[src/rtl/div_pkg.sv]
// Shared widths and state encoding for the restoring divider tile.
package div_pkg;

  localparam int DW    = 8;               // dividend / quotient width
  localparam int VW    = 4;               // divisor / remainder width
  localparam int CNT_W = $clog2(DW + 1);  // step counter width

  typedef enum logic [1:0] {
    IDLE = 2'd0,
    CALC = 2'd1,
    DONE = 2'd2
  } div_state_t;

endpackage

[src/rtl/div_step.sv]
// One restoring-division step: shift in the next dividend bit, then try the subtract.
module div_step
  import div_pkg::*;
(
  input  logic [VW:0]   rem_i,
  input  logic          next_bit_i,
  input  logic [VW-1:0] dvs_i,
  output logic [VW:0]   rem_next_o,
  output logic          q_bit_o
);

  logic [VW:0]   shifted;
  logic [VW+1:0] diff;
  logic          unused_rem_msb;

  // The partial remainder is always below the divisor, so its top bit never carries
  // information into the shift.
  assign unused_rem_msb = rem_i[VW];

  // Trial subtract one bit wider than the shifted remainder; its MSB is the borrow.
  always_comb begin
    shifted = {rem_i[VW-1:0], next_bit_i};
    diff    = {1'b0, shifted} - {2'b00, dvs_i};
    if (!diff[VW+1]) begin
      rem_next_o = diff[VW:0];
      q_bit_o    = 1'b1;
    end else begin
      rem_next_o = shifted;
      q_bit_o    = 1'b0;
    end
  end

endmodule

[src/rtl/tt_um_divider_hhrb98.sv]
// Tiny Tapeout tile: sequential 8-bit / 4-bit restoring divider, one quotient bit per clock.
//
// state | meaning
// IDLE  | waiting for the first start after reset
// CALC  | shifting out one quotient bit per enabled edge (busy)
// DONE  | result held; done_q=0 here only on the cycle after a divide-by-zero capture
module tt_um_divider_hhrb98
  import div_pkg::*;
(
  input  logic       clk,
  input  logic       rst_n,
  input  logic       ena,
  input  logic [7:0] ui_in,
  input  logic [7:0] uio_in,
  output logic [7:0] uo_out,
  output logic [7:0] uio_out,
  output logic [7:0] uio_oe
);

  div_state_t       state_q, state_d;
  logic [DW-1:0]    quo_q, quo_d;
  logic [VW:0]      rem_q, rem_d;
  logic [VW-1:0]    dvs_q, dvs_d;
  logic [CNT_W-1:0] cnt_q, cnt_d;
  logic             done_q, done_d;

  logic             start;
  logic             rsel;
  logic             accept;
  logic [VW:0]      step_rem;
  logic             step_bit;
  logic             unused_uio;

  assign start      = uio_in[4];
  assign rsel       = uio_in[5];
  assign unused_uio = &{1'b0, uio_in[7:6]};

  // A new operation is accepted from IDLE, or from DONE once the result is visible.
  assign accept = ena && start &&
                  ((state_q == IDLE) || ((state_q == DONE) && done_q));

  div_step u_step (
    .rem_i      (rem_q),
    .next_bit_i (quo_q[DW-1]),
    .dvs_i      (dvs_q),
    .rem_next_o (step_rem),
    .q_bit_o    (step_bit)
  );

  // Next-state and datapath updates; everything holds when ena is low.
  always_comb begin
    state_d = state_q;
    quo_d   = quo_q;
    rem_d   = rem_q;
    dvs_d   = dvs_q;
    cnt_d   = cnt_q;
    done_d  = done_q;

    if (accept) begin
      quo_d   = ui_in;
      dvs_d   = uio_in[VW-1:0];
      rem_d   = '0;
      cnt_d   = '0;
      done_d  = 1'b0;
      state_d = (uio_in[VW-1:0] == '0) ? DONE : CALC;
    end else if (ena) begin
      unique case (state_q)
        IDLE: ;
        CALC: begin
          quo_d = {quo_q[DW-2:0], step_bit};
          rem_d = step_rem;
          cnt_d = cnt_q + CNT_W'(1);
          if (cnt_q == CNT_W'(DW - 1)) begin
            state_d = DONE;
            done_d  = 1'b1;
          end
        end
        DONE: begin
          // Divide-by-zero lands here with done_q low; publish the saturated result.
          if (!done_q) begin
            quo_d  = '1;
            rem_d  = {1'b0, {VW{1'b1}}};
            done_d = 1'b1;
          end
        end
        default: state_d = IDLE;
      endcase
    end
  end

  // State and datapath registers with asynchronous active-low reset.
  always_ff @(posedge clk or negedge rst_n) begin
    if (!rst_n) begin
      state_q <= IDLE;
      quo_q   <= '0;
      rem_q   <= '0;
      dvs_q   <= '0;
      cnt_q   <= '0;
      done_q  <= 1'b0;
    end else begin
      state_q <= state_d;
      quo_q   <= quo_d;
      rem_q   <= rem_d;
      dvs_q   <= dvs_d;
      cnt_q   <= cnt_d;
      done_q  <= done_d;
    end
  end

  // Output mux and handshake pins.
  always_comb begin
    uo_out  = rsel ? {{(8 - VW){1'b0}}, rem_q[VW-1:0]} : quo_q;
    uio_out = {done_q, (state_q == CALC), 6'b00_0000};
    uio_oe  = 8'b1100_0000;
  end

endmodule

[config.mk]
export PLATFORM = sky130hd
export DESIGN_NAME = tt_um_divider_hhrb98
export DESIGN_NICKNAME = d
export VERILOG_FILES = /design/src/rtl/div_pkg.sv /design/src/rtl/div_step.sv /design/src/rtl/tt_um_divider_hhrb98.sv
export SDC_FILE = /design/constraint.sdc
export NUM_CORES = 1
export LEC_CHECK = 0
export ABC_AREA = 1
export CAP_MARGIN = 5
export CORE_MARGIN = 2
export CORE_UTILIZATION = 47
export DETAILED_ROUTE_END_ITERATION = 8
export PLACE_DENSITY = 0.8
export SLEW_MARGIN = 20
export SYNTH_ARGS = -nofsm -noshare
export SYNTH_HDL_FRONTEND = slang
export SYNTH_SLANG_ARGS = --single-unit
[constraint.sdc]
create_clock -name clk -period 2.19 [get_ports clk]
set_input_delay 0.5475 -clock clk [delete_from_list [all_inputs] [get_ports clk]]
set_output_delay 0.5475 -clock clk [all_outputs]
set_load 0.1 [all_outputs]
==> key figures <==
Global routing
  – First-pass GRT wire length: 5.00 mm
  – Initial antenna violation count: 0
  – GRT Total Usage: 0.182
  – Largest net degree at the start of global routing: 24
  – Grt total ovfl: 0
  – Number of global-route vias before repair: roughly 1,200

Drt
  – Router iterations before antenna repair: 4
  – Drt drc: 0
  – Vias/cell: 4.98
  – Drt wl/cell: 11.5 um
  – Final ANT Viol Nets: 0
  – DRT Wirelength: slightly below 3 mm
  – Via count: between 1,000 and 1,500
  – Initial DRC count: 29

Synthesis
  – Post-synth EDFFs: 0
  – Synth Cell Area: 0.00146 mm^2
  – Average cell area after synthesis: between 7 and 8 um^2
  – Post-synth ARST share: 1.00
  – Yosys cell types: 27
  – Cells after synthesis: between 150 and 200
  – Top_reg_cell synth: dfrtp_1
  – Seq cells post-synth: 23
  – Syn. warnings: 0
  – Seq/Total Area, Yosys: 0.395

Floorplan
  – Die X: 59.7 um
  – Starting density of the core: 0.486
  – Die Ht: 59.7 um
  – Core Area: ~0.003 mm^2
  – FP Rows: 20
  – Full die area: approximately 0.0036 mm^2
  – Top Ports: 43

Placed design
  – PortBufs: 26
  – DP Wirelength: approximately 2.3 mm
  – Number of cells after detailed placement: 249
  – Dpl cell area: 0.00180 mm^2
  – GPL Wtd Cong: roughly 0.85

Timing
  – Highest clock rate: just over 500 MHz
  – RSZ-0062 raised after global routing: no
  – Setup TNS: 0 ns
  – Min Tclk post-route: 1.98 ns
  – Final Slew Violations: 0
  – Layout Skew: between 0.007 and 0.008 ns
  – Final setup violation count: 0
  – Fin crit share: 0.903
  – Final Hold Viols: 0

Power and ir drop
  – Design Power: between 3 and 4 mW
  – Leak: between 0.9 and 1 nW
  – PwrDens: between 1500 and 2000 mW/mm^2
  – Peak supply drop: between 800 and 900 uV

Layout
  – Final nets: around 250
  – Area Growth Syn to Fin: 25.5%
  – Antenna cell count: 0
  – Share of layout cells above drive strength 1: 0.155
  – Cell Count, Final, Fillers Out: 253
  – Post-route cell area: 0.00183 mm^2
  – Fin util: 0.610

Setup path
  – CP endpoint kind: output pin
  – Req. time, crit path: 1.64 ns
  – Crit path DAT: approximately 1.4 ns
  – Crit Path Category: primary input to output pin
  – CP Launch Type: primary input
  – Worst-path fanout max: 6

Outcome
  – Status: complete, no violations

Clocking
  – H-tree depth: 1
  – Clock Sinks: 23
  – Clk_lat worst skew: 0.31 ns
  – Worst-path clk slew: around 0.14 ns
  – CTS Root Cell: clkbuf_4
  – Num CTS Buffers: 3
  – Cts hold-fix bufs: 0
  – Bufs on Longest Clock Path: 2
  – Post-CTS Setup Inserts: 0
  – CTS tree: built

Flow run
  – Max Cap Viol: 0

Worst hold path
  – Hold/Removal Path Class: flip-flop to flip-flop
## critical path, stage by stage
cell	delay [ns]
dlygate4sd2_1	0.32
mux2_2	0.39
buf_12	0.17
## sequential cells by signal (all words and copies together) (netlist names)
signal / flops
dvs_q: 4
done_q: 1
rem_q: 4
cnt_q: 4
state_q: 2
quo_q: 8
## cell families (layout without fill, tap and decap cells)
| logic type | Yosys count | count (layout) | synth area share |
|---|---|---|---|
| DFF | 23 | 23 | 0.395 |
| other | 2 | 14 | 0.00515 |
| adders and majority gates | 6 | 6 | 0.0566 |
| and+or+nand+nor | 91 | 91 | 0.265 |
| AOI/OAI and AO/OA | 26 | 26 | 0.0978 |
| muxes | 3 | 3 | 0.0232 |
| xor gates and xnor gates | 2 | 2 | 0.0120 |
| buffers and inverters | 38 | 55 | 0.146 |
## per-stage QoR
step / hold WS [ns] / worst slack [ns]
after global routing: 0.543 / 0.148
final: 0.521 / 0.213
after floorplan: 0.252 / -0.384
after CTS: 0.530 / 0.208
after detailed placement: 0.496 / -0.0536
after global placement: 0.475 / -0.0497
## Yosys cell counts (2+ instances only)
master | count | area share
a21oi_1 | 3 | 0.010
buf_2 | 2 | 0.0069
buf_4 | 16 | 0.082
conb_1 | 2 | 0.0051
dfrtp_1 | 23 | 0.39
ha_1 | 5 | 0.043
inv_1 | 14 | 0.036
inv_2 | 3 | 0.0077
mux2_2 | 3 | 0.023
nand2_1 | 56 | 0.14
nand3_1 | 13 | 0.045
nand3_2 | 3 | 0.021
nor2_1 | 15 | 0.039
nor2_2 | 2 | 0.0086
o21ai_0 | 7 | 0.024
o21ai_1 | 7 | 0.024
o22ai_1 | 7 | 0.030
## cells in the final DEF (no fill, tap or decap)
cell             synthesis  final
nand2_1                 56     56
dfrtp_1                 23     23
nor2_1                  15     15
clkdlybuf4s50_1          0     15
inv_1                   14     14
conb_1                   2     14
nand3_1                 13     13
buf_12                   0      9
buf_4                   16      8
o21ai_0                  7      7
o22ai_1                  7      7
o21ai_1                  7      7
ha_1                     5      5
mux2_2                   3      3
inv_2                    3      3
nand3_2                  3      3
clkbuf_4                 0      3
nor2_2                   2      2
a21oi_1                  3      2
a21oi_2                  0      1
o21a_1                   1      1
or2_2                    1      1
xnor2_1                  1      1
clkinv_1                 1      1
a31oi_1                  1      1
xor2_1                   1      1
nand4_1                  1      1
fa_1                     1      1
clkinv_2                 0      1
dlygate4sd2_1            0      1
## where the power goes
group	total (mW)	internal [mW]	switching (mW)	leakage, nW
logic	2.02	0.694	1.33	0.624
registers	0.785	0.622	0.163	0.288
clock network	0.200	0.0682	0.132	0.0177
## final timing paths
path                           start        end  slack [ns]  cells after the start
max reg2reg                 rem_q[1]   rem_q[2]        0.43                      8
max                        uio_in[5]  uo_out[0]        0.21                      3
max in group asynchronous      rst_n   rem_q[1]        1.39                      2
min reg2reg                 dvs_q[0]   dvs_q[0]        0.52                      2
min in group asynchronous      rst_n   cnt_q[3]        0.56                      2
min                         dvs_q[0]   dvs_q[0]        0.52                      2
## metal layers
metal / track usage / wire (um)
met4: 0.0603 / 15
met5: 0 / 0
met1: 0.241 / 1350
met3: 0.0260 / 164
met2: 0.306 / 1390
## final cells by class
| cell class | count | area, um^2 |
|---|---|---|
| Tap cell | 33 | 41.3 |
| Timing Repair Buffer | 33 | 399 |
| Clock buffer | 3 | 22.5 |
| Fill cell | 266 | 1170 |
| Sequential cell | 23 | 576 |
| Inverter | 18 | 67.6 |
| Multi-Input combinational cell | 142 | 719 |
| Clock inverter | 1 | 5.00 |
## what timing repair did
| item | CTS | global route |
|---|---|---|
| setup endpoints to repair | 7 | 0 |
| resized for setup | 1 | 0 |
| endpoints found under the hold margin | 0 | 0 |
Power figures use the tool's default switching activity.
